### config.mk
export PLATFORM = sky130hd
export DESIGN_NAME = cache_refill_ctrl
export DESIGN_NICKNAME = d
export VERILOG_FILES = /design/src/rtl/cache_ctrl_pkg.sv /design/src/rtl/cache_stat_ctr.sv /design/src/rtl/cache_refill_ctrl.sv
export SDC_FILE = /design/constraint.sdc
export NUM_CORES = 1
export LEC_CHECK = 0
export CORE_AREA = 10 10 359 361
export DETAILED_ROUTE_END_ITERATION = 10
export DIE_AREA = 0 0 369 371
export PLACE_DENSITY = 0.51
export SLEW_MARGIN = 20
export SYNTH_ARGS = -nofsm -noshare
export SYNTH_HDL_FRONTEND = slang
export SYNTH_HIERARCHICAL = 1
export SYNTH_SLANG_ARGS = --single-unit
### constraint.sdc
create_clock -name clk -period 4.9 [get_ports clk]
set_input_delay 0.98 -clock clk [delete_from_list [all_inputs] [get_ports clk]]
set_output_delay 0.98 -clock clk [all_outputs]
set_load 0.03 [all_outputs]
### src/rtl/cache_ctrl_pkg.sv
// rtl/cache_ctrl_pkg.sv - shared state encoding and default parameters for the refill controller
package cache_ctrl_pkg;

  localparam int DEF_ADDR_WIDTH = 32;
  localparam int DEF_DATA_WIDTH = 128;
  localparam int DEF_TIMEOUT    = 256;
  localparam int STAT_WIDTH     = 32;

  typedef enum logic [2:0] {
    ST_IDLE,
    ST_LOOKUP,
    ST_CHECK,
    ST_WR_CACHE,
    ST_MEM_REQ,
    ST_MEM_WAIT,
    ST_FILL,
    ST_RESP
  } cache_ctrl_state_t;

endpackage

### src/rtl/cache_stat_ctr.sv
// rtl/cache_stat_ctr.sv - saturating statistics counter with async active-low clear
module cache_stat_ctr
  import cache_ctrl_pkg::*;
(
  input  logic                  clk,
  input  logic                  clr_n,
  input  logic                  i_inc,
  output logic [STAT_WIDTH-1:0] o_count
);

  logic [STAT_WIDTH-1:0] r_count;

  // count up on each increment request, holding at all-ones instead of wrapping
  always_ff @(posedge clk or negedge clr_n) begin
    if (!clr_n) begin
      r_count <= '0;
    end else if (i_inc && (r_count != '1)) begin
      r_count <= r_count + 1'b1;
    end
  end

  assign o_count = r_count;

endmodule

### src/rtl/cache_refill_ctrl.sv
// rtl/cache_refill_ctrl.sv - direct-mapped cache port owner with write-through refill and memory timeout
module cache_refill_ctrl
  import cache_ctrl_pkg::*;
#(
  parameter int ADDR_WIDTH = DEF_ADDR_WIDTH,
  parameter int DATA_WIDTH = DEF_DATA_WIDTH,
  parameter int TIMEOUT    = DEF_TIMEOUT
) (
  input  logic                  clk,
  input  logic                  reset_n,
  input  logic                  req_valid,
  output logic                  req_ready,
  input  logic                  req_write,
  input  logic [ADDR_WIDTH-1:0] req_addr,
  input  logic [DATA_WIDTH-1:0] req_wdata,
  output logic                  rsp_valid,
  output logic [DATA_WIDTH-1:0] rsp_data,
  output logic                  rsp_hit,
  output logic                  rsp_err,
  output logic                  c_read_en,
  output logic                  c_write_en,
  output logic [ADDR_WIDTH-1:0] c_addr,
  output logic [DATA_WIDTH-1:0] c_write_data,
  input  logic [DATA_WIDTH-1:0] c_read_data,
  input  logic                  c_hit,
  output logic                  mem_req_valid,
  input  logic                  mem_req_ready,
  output logic                  mem_req_write,
  output logic [ADDR_WIDTH-1:0] mem_req_addr,
  output logic [DATA_WIDTH-1:0] mem_req_wdata,
  input  logic                  mem_rsp_valid,
  input  logic [DATA_WIDTH-1:0] mem_rsp_data,
  output logic [STAT_WIDTH-1:0] hit_cnt,
  output logic [STAT_WIDTH-1:0] miss_cnt
);

  // a zero TIMEOUT still needs a legal one-bit counter; the compare is disabled in that case
  localparam int TW = (TIMEOUT > 0) ? $clog2(TIMEOUT + 1) : 1;
  localparam logic [TW-1:0] TMO_LAST = TW'((TIMEOUT > 0) ? (TIMEOUT - 1) : 0);

  cache_ctrl_state_t r_state;
  cache_ctrl_state_t w_next;

  logic [ADDR_WIDTH-1:0] r_addr;
  logic                  r_write;
  logic [DATA_WIDTH-1:0] r_wdata;
  logic [DATA_WIDTH-1:0] r_data;
  logic                  r_hit;
  logic                  r_err;
  logic [TW-1:0]         r_tmo;

  logic w_tmo_exp;
  logic w_hit_inc;
  logic w_miss_inc;

  // the final MEM_WAIT cycle is the TIMEOUT-th one; a response in that same cycle still wins
  assign w_tmo_exp = (TIMEOUT != 0) && (r_tmo == TMO_LAST);

  // state register
  always_ff @(posedge clk or negedge reset_n) begin
    if (!reset_n) begin
      r_state <= ST_IDLE;
    end else begin
      r_state <= w_next;
    end
  end

  // request latch, result capture and memory wait counter
  always_ff @(posedge clk or negedge reset_n) begin
    if (!reset_n) begin
      r_addr  <= '0;
      r_write <= 1'b0;
      r_wdata <= '0;
      r_data  <= '0;
      r_hit   <= 1'b0;
      r_err   <= 1'b0;
      r_tmo   <= '0;
    end else begin
      case (r_state)
        ST_IDLE: begin
          if (req_valid) begin
            r_addr  <= req_addr;
            r_write <= req_write;
            r_wdata <= req_wdata;
            r_data  <= '0;
            r_hit   <= 1'b0;
            r_err   <= 1'b0;
          end
        end
        ST_CHECK: begin
          if (c_hit) begin
            r_data <= c_read_data;
            r_hit  <= 1'b1;
          end
        end
        ST_MEM_REQ: begin
          r_tmo <= '0;
        end
        ST_MEM_WAIT: begin
          r_tmo <= r_tmo + 1'b1;
          if (mem_rsp_valid) begin
            r_data <= mem_rsp_data;
          end else if (w_tmo_exp) begin
            r_err <= 1'b1;
          end
        end
        default: begin
        end
      endcase
    end
  end

  // next-state and output decode from current state and latched request
  always_comb begin
    w_next        = r_state;
    req_ready     = 1'b0;
    rsp_valid     = 1'b0;
    rsp_data      = '0;
    rsp_hit       = 1'b0;
    rsp_err       = 1'b0;
    c_read_en     = 1'b0;
    c_write_en    = 1'b0;
    c_addr        = '0;
    c_write_data  = '0;
    mem_req_valid = 1'b0;
    mem_req_write = 1'b0;
    mem_req_addr  = '0;
    mem_req_wdata = '0;
    w_hit_inc     = 1'b0;
    w_miss_inc    = 1'b0;
    case (r_state)
      ST_IDLE: begin
        req_ready = 1'b1;
        if (req_valid) begin
          w_next = req_write ? ST_WR_CACHE : ST_LOOKUP;
        end
      end
      ST_LOOKUP: begin
        c_read_en = 1'b1;
        c_addr    = r_addr;
        w_next    = ST_CHECK;
      end
      ST_CHECK: begin
        w_hit_inc  = c_hit;
        w_miss_inc = ~c_hit;
        w_next     = c_hit ? ST_RESP : ST_MEM_REQ;
      end
      ST_WR_CACHE: begin
        c_write_en   = 1'b1;
        c_addr       = r_addr;
        c_write_data = r_wdata;
        w_next       = ST_MEM_REQ;
      end
      ST_MEM_REQ: begin
        mem_req_valid = 1'b1;
        mem_req_write = r_write;
        mem_req_addr  = r_addr;
        mem_req_wdata = r_write ? r_wdata : '0;
        if (mem_req_ready) begin
          w_next = r_write ? ST_RESP : ST_MEM_WAIT;
        end
      end
      ST_MEM_WAIT: begin
        if (mem_rsp_valid) begin
          w_next = ST_FILL;
        end else if (w_tmo_exp) begin
          w_next = ST_RESP;
        end
      end
      ST_FILL: begin
        c_write_en   = 1'b1;
        c_addr       = r_addr;
        c_write_data = r_data;
        w_next       = ST_RESP;
      end
      ST_RESP: begin
        rsp_valid = 1'b1;
        rsp_data  = r_data;
        rsp_hit   = r_hit;
        rsp_err   = r_err;
        w_next    = ST_IDLE;
      end
      default: begin
        w_next = ST_IDLE;
      end
    endcase
  end

  cache_stat_ctr u_hit_ctr (
    .clk     (clk),
    .clr_n   (reset_n),
    .i_inc   (w_hit_inc),
    .o_count (hit_cnt)
  );

  cache_stat_ctr u_miss_ctr (
    .clk     (clk),
    .clr_n   (reset_n),
    .i_inc   (w_miss_inc),
    .o_count (miss_cnt)
  );

endmodule

Word-level counts from Yosys, hierarchy flattened
Index checks and enable logic that the tools add are counted.
- $add $sub $neg: 3
- multiply operators: 0
- divide/modulo/power cells: 0
- order comparisons: 0
- equal/unequal tests: 17
- shift-type cells: 0
- muxes and demuxes: 35
- bitwise gates (word level): 1
- reduce and logical (&&, ||, !) cells: 14
- operators with widths (kind ; number):
    two-way mux 128 bit ; 6
    one-hot mux 128 bit (3 select lines) ; 1
    one-hot mux 128 bit (2 select lines) ; 1
    adder 32 x 1 -> 32 bit (second input constant) ; 2
    two-way mux 32 bit ; 2
    != test 32 bit (second input constant) ; 2
    one-hot mux 3 bit (8 select lines) ; 1
    one-hot mux 9 bit (2 select lines) ; 1
    two-way mux 1 bit ; 14
    == test 3 bit (second input constant) ; 4
    two-way mux 3 bit ; 4
    != test 2 bit (second input constant) ; 6
    adder 9 x 1 -> 9 bit (second input constant) ; 1
    == test 9 x 8 -> 1 bit (second input constant) ; 1
    AND reduction 4 bit ; 2
    == test 3 x 2 -> 1 bit (second input constant) ; 2
    two-way mux 2 bit ; 3
    AND reduction 3 bit ; 2
    nonzero test 2 bit ; 3
    one-hot mux 1 bit (2 select lines) ; 2
    == test 3 x 1 -> 1 bit (second input constant) ; 1
    logical NOT 3 bit ; 1
    != test 3 bit (second input constant) ; 1
    nonzero test 3 bit ; 1
    other kinds (5) ; 6
- register bits after elaboration: 367
- bits in latches: 0
- RAM bits: 0
- ROM bits: 0
- memories kept: 0

Depth between registers and ports, before layout
- depth in word-level cells: 4
- gate-level depth with buffers: 10

Hierarchy
The synthesis kept the hierarchy.
- by module, submodules not included (module ; times used ; cells an instance ; area an instance (um^2) ; seq. area each (um^2)):
    cache_refill_ctrl ; 1 ; 1392 ; 16853.7 ; 7582.3
    cache_stat_ctr ; 2 ; 140 ; 1522.7 ; 800.8

Worst setup path after synthesis
No wires, ideal clock.
- kind: register -> output
- start point: register r_state[1]
- end point: output mem_req_addr[23]
- arrival time: 1.848 ns
- required time: 3.920 ns
- slack: 2.072 ns
- cell stages (with the launch flop): 6
- path buffers: 2
- cell sequence: dfrtp_1 buf_4 or3b_1 inv_2 clkbuf_1 and2_1
- word-level cells in the longest chain between the ends: 2
- RTL lines (what ; line ; text):
    from (decl) ; cache_refill_ctrl.sv:41 ; cache_ctrl_state_t r_state;
    from (signal assigned) ; cache_refill_ctrl.sv:64 ; r_state <= w_next;
    == test 3 bit ; cache_refill_ctrl.sv:131 ; case (r_state)
    two-way mux 32 bit ; cache_refill_ctrl.sv:131 ;
    to (decl) ; cache_refill_ctrl.sv:29 ; output logic [ADDR_WIDTH-1:0] mem_req_addr,
Every way passes these cells.

Final worst setup path
- start point: register r_state[2]
- end point: output mem_req_wdata[56]
- word-level cells in the longest chain between the ends: 2
- RTL lines (what ; line ; text):
    == test 3 bit ; cache_refill_ctrl.sv:131 ;
    two-way mux 128 bit ; cache_refill_ctrl.sv:131 ;
    to (decl) ; cache_refill_ctrl.sv:30 ; output logic [DATA_WIDTH-1:0] mem_req_wdata,
Every way passes these cells.

==> results.toml <==
[sta]
max_freq_mhz = 219
finalSetupViolations = 0
hold_violations = 0
slew_viol_final = 0
rsz0062_at_grt = "false"
post-route-period-util_pct = 93.2
slew_headroom_pct = 27.7
setup_tns_ps = 0
period_minus_slack_ps = 4570
tightestPinTransition_ps = 1070
skew_ps = 24.3

[pwr]
ir_drop_v = 0.000295
cellPowerDensity_nw_per_um2 = 558
power_mw = 18.3
power_leakage_nw = 14.0

[yosys]
yosysTopAreaCell = "dfrtp_1"
synth_top_area_share_pct = 46.2
synthTopCellsByArea = "dfrtp_1 (46%), a22o_1 (11%), mux2_4 (9.1%)"
yosysWarnings = 6
avgSynthCellArea_um2 = 11.9
synth_seq_area_share_pct = 46.2
synth-edff-count = 0
synth_flop_cell = "dfrtp_1"
synth_area_um2 = 19900
ys_types = 53
synthArstFlopShare_pct = 100
synth_fp_nets = 2099
synth_cells = 1672
yosys_register_bits = 367

[finish]
nets = 2995
drive_above_1_share_pct = 14.0
area_growth_pct = 64.6

[clock_network]
h-tree-depth = 2
clk_pin_slew_ps = 60
cts_buffer_depth = 3
cts_resized = 0
hold_buffers = 0
numCtsBuffers = 47
root_buffer = "clkbuf_16"
cts_setup_buffers = 0
worst_skew_pair.late_latency_ps = 620
clock-sinks = 367
cts_tree = "done"

[global_routing]
grt_start_max_net_pins = 86
grt_overflow = 0
track_usage_pct = 15.1
antenna_found_initial = 10
grt_pass1_vias = 18420
grt_pass1_wl_um = 151000

[routing]
drc = 0
wl_per_cell_um = 25.9
viasPerCell = 4.17
drtIter0Drc = 1091
finalWirelength_um = 110000
vias = 17637
drtPass1Iterations = 5
ant_nets = 0

[setup_path]
start_kind = "flop"
path_cells = "or3b_1 > inv_4 > buf_12 > and3_1 > clkdlybuf4s50_1"
max_stage_delay_ps = 810
worst_ep_arrival_time_ps = 3590
crit_type = "flop to output pin"
crit_slowest_cell = "dfrtp_1"
crit_fanout = 60
crit_required_ps = 3920
end_kind = "output pin"

[placed_design]
hpwl_um = 87500
gp_congestion = 0.838
port_buffers = 942

[floorplanning]
rows = 128
die_w_um = 369
io_pins = 943
dieArea_um2 = 137000
die_h_um = 371
initial_core_util_pct = 16.4
core_area_um2 = 121000

[run]
maxCapViolations = 0

[status]
status = "finished, final reports clean"

[hold_path]
min_path_type = "input port to asynchronous set/reset pin"
kinds of logic after synthesis:
group / after synthesis / synth area share, %
AO/OA/AOI/OAI: 290 / 12.6
XOR/XNOR: 60 / 2.64
adder cells (fa/ha/maj): 4 / 0.252
buffers and inverters: 163 / 4.39
flip-flops: 367 / 46.2
multiplexers: 296 / 19.0
AND/OR/NAND/NOR: 492 / 15.0
through the flow:
step | instance area, um^2 | utilization [%] | worst slack, ps | cells | hold WS, ps
4_1_cts | 32700 | 27.0 | 287 | 4229 | 352
3_3_place_gp | 31200 | 25.7 | 1060 | 4144 | 463
5_1_grt | 32700 | 27.0 | 140 | 4229 | 376
3_5_place_dp | 31200 | 25.7 | 996 | 4144 | 476
6_report | 32800 | 27.0 | 333 | 4234 | 354
2_1_floorplan | 19900 | - | 2070 | 1672 | 449
critical path: cells and delay by family, from the launching register on:
| family | cells | cell delay (ps) |
|---|---|---|
| DFF | 1 | 810 |
| and+or+nand+nor | 2 | 720 |
| buffers and inverters | 3 | 1290 |
per-layer routing:
layer  global-route usage [%]  share of wire (%)
met5                        0              0.012
met4                     3.63                2.2
met2                     25.6                 49
met3                     4.67                7.8
met1                     18.5                 41
flip-flops by register name, summed over array words and instances, names as in the netlist:
| name | cells |
|---|---|
| r_addr | 32 |
| r_wdata | 128 |
| r_err | 1 |
| r_data | 128 |
| r_tmo | 9 |
| r_hit | 1 |
| r_write | 1 |
| u_hit_ctr/o_count | 32 |
| u_miss_ctr/o_count | 32 |
| r_state | 3 |
cell usage after synthesis, drive strengths merged (6+ instances only):
library cell and number:
xor2 22, nand4 32, nor2 30, and2 199, dfrtp 367, xnor2 38
and3 134, clkbuf 67, a21oi 9, nor3 7, buf 82, nand2 27
mux2 291, nor4 12, and4 6, nand3 23, a22o 258, inv 14
cells in the final DEF (no fill, tap or decap), types with 4 or more instances in the layout:
cell type        netlist  final
a21oi_1                9      9
a22o_1               258    258
and2_1               199    198
and3_1               132    131
and4_1                 6      6
buf_12                 0     15
buf_4                  4     40
clkbuf_1              66     12
clkbuf_16              0     47
clkbuf_8               0     12
clkdlybuf4s50_1        0    940
clkinv_2               0      7
dfrtp_1              367    366
diode_2                0      5
ha_1                   4      4
inv_1                 13     13
mux2_1                76     76
mux2_2                95     95
mux2_4               120    120
mux2i_1                5      5
nand2_1               27     27
nand2b_1               4      4
nand3_1               23     23
nand4_1               30     30
nor2_1                30     29
nor3_1                 6      6
nor4_1                12     12
o21ai_0                5      5
xnor2_1               38     38
xor2_1                22     22
area by class of cell:
type | instances | area (um^2)
Multi-Input combinational cell | 1142 | 9870
Tap cell | 1625 | 2030
Sequential cell | 367 | 9190
Clock inverter | 14 | 186
Fill cell | 12819 | 88600
Antenna cell | 5 | 12.5
Timing Repair Buffer | 996 | 10000
Clock buffer | 71 | 1390
Inverter | 14 | 55.1
where the power goes:
part	total [mW]	switching, mW	internal, mW
Combinational	8.93	4.85	4.08
Sequential	5.80	1.56	4.24
Clock	3.56	1.49	2.07
path summary, 6_finish.rpt:
| check | from | endpoint | slack, ps | cells past startpoint |
|---|---|---|---|---|
| setup / recovery | r_state[2] | mem_req_wdata[56] | 330 | 5 |
| min in group clk | r_tmo[7] | r_tmo[7] | 480 | 1 |
| setup reg to reg | r_state[1] | u_hit_ctr/o_count[30] | 1650 | 7 |
| hold reg to reg | r_tmo[7] | r_tmo[7] | 480 | 1 |
| max in group asynchronous | reset_n | r_wdata[122] | 3450 | 2 |
| hold / removal | reset_n | r_data[26] | 350 | 1 |
No activity file was read; power rests on OpenSTA's default activity.
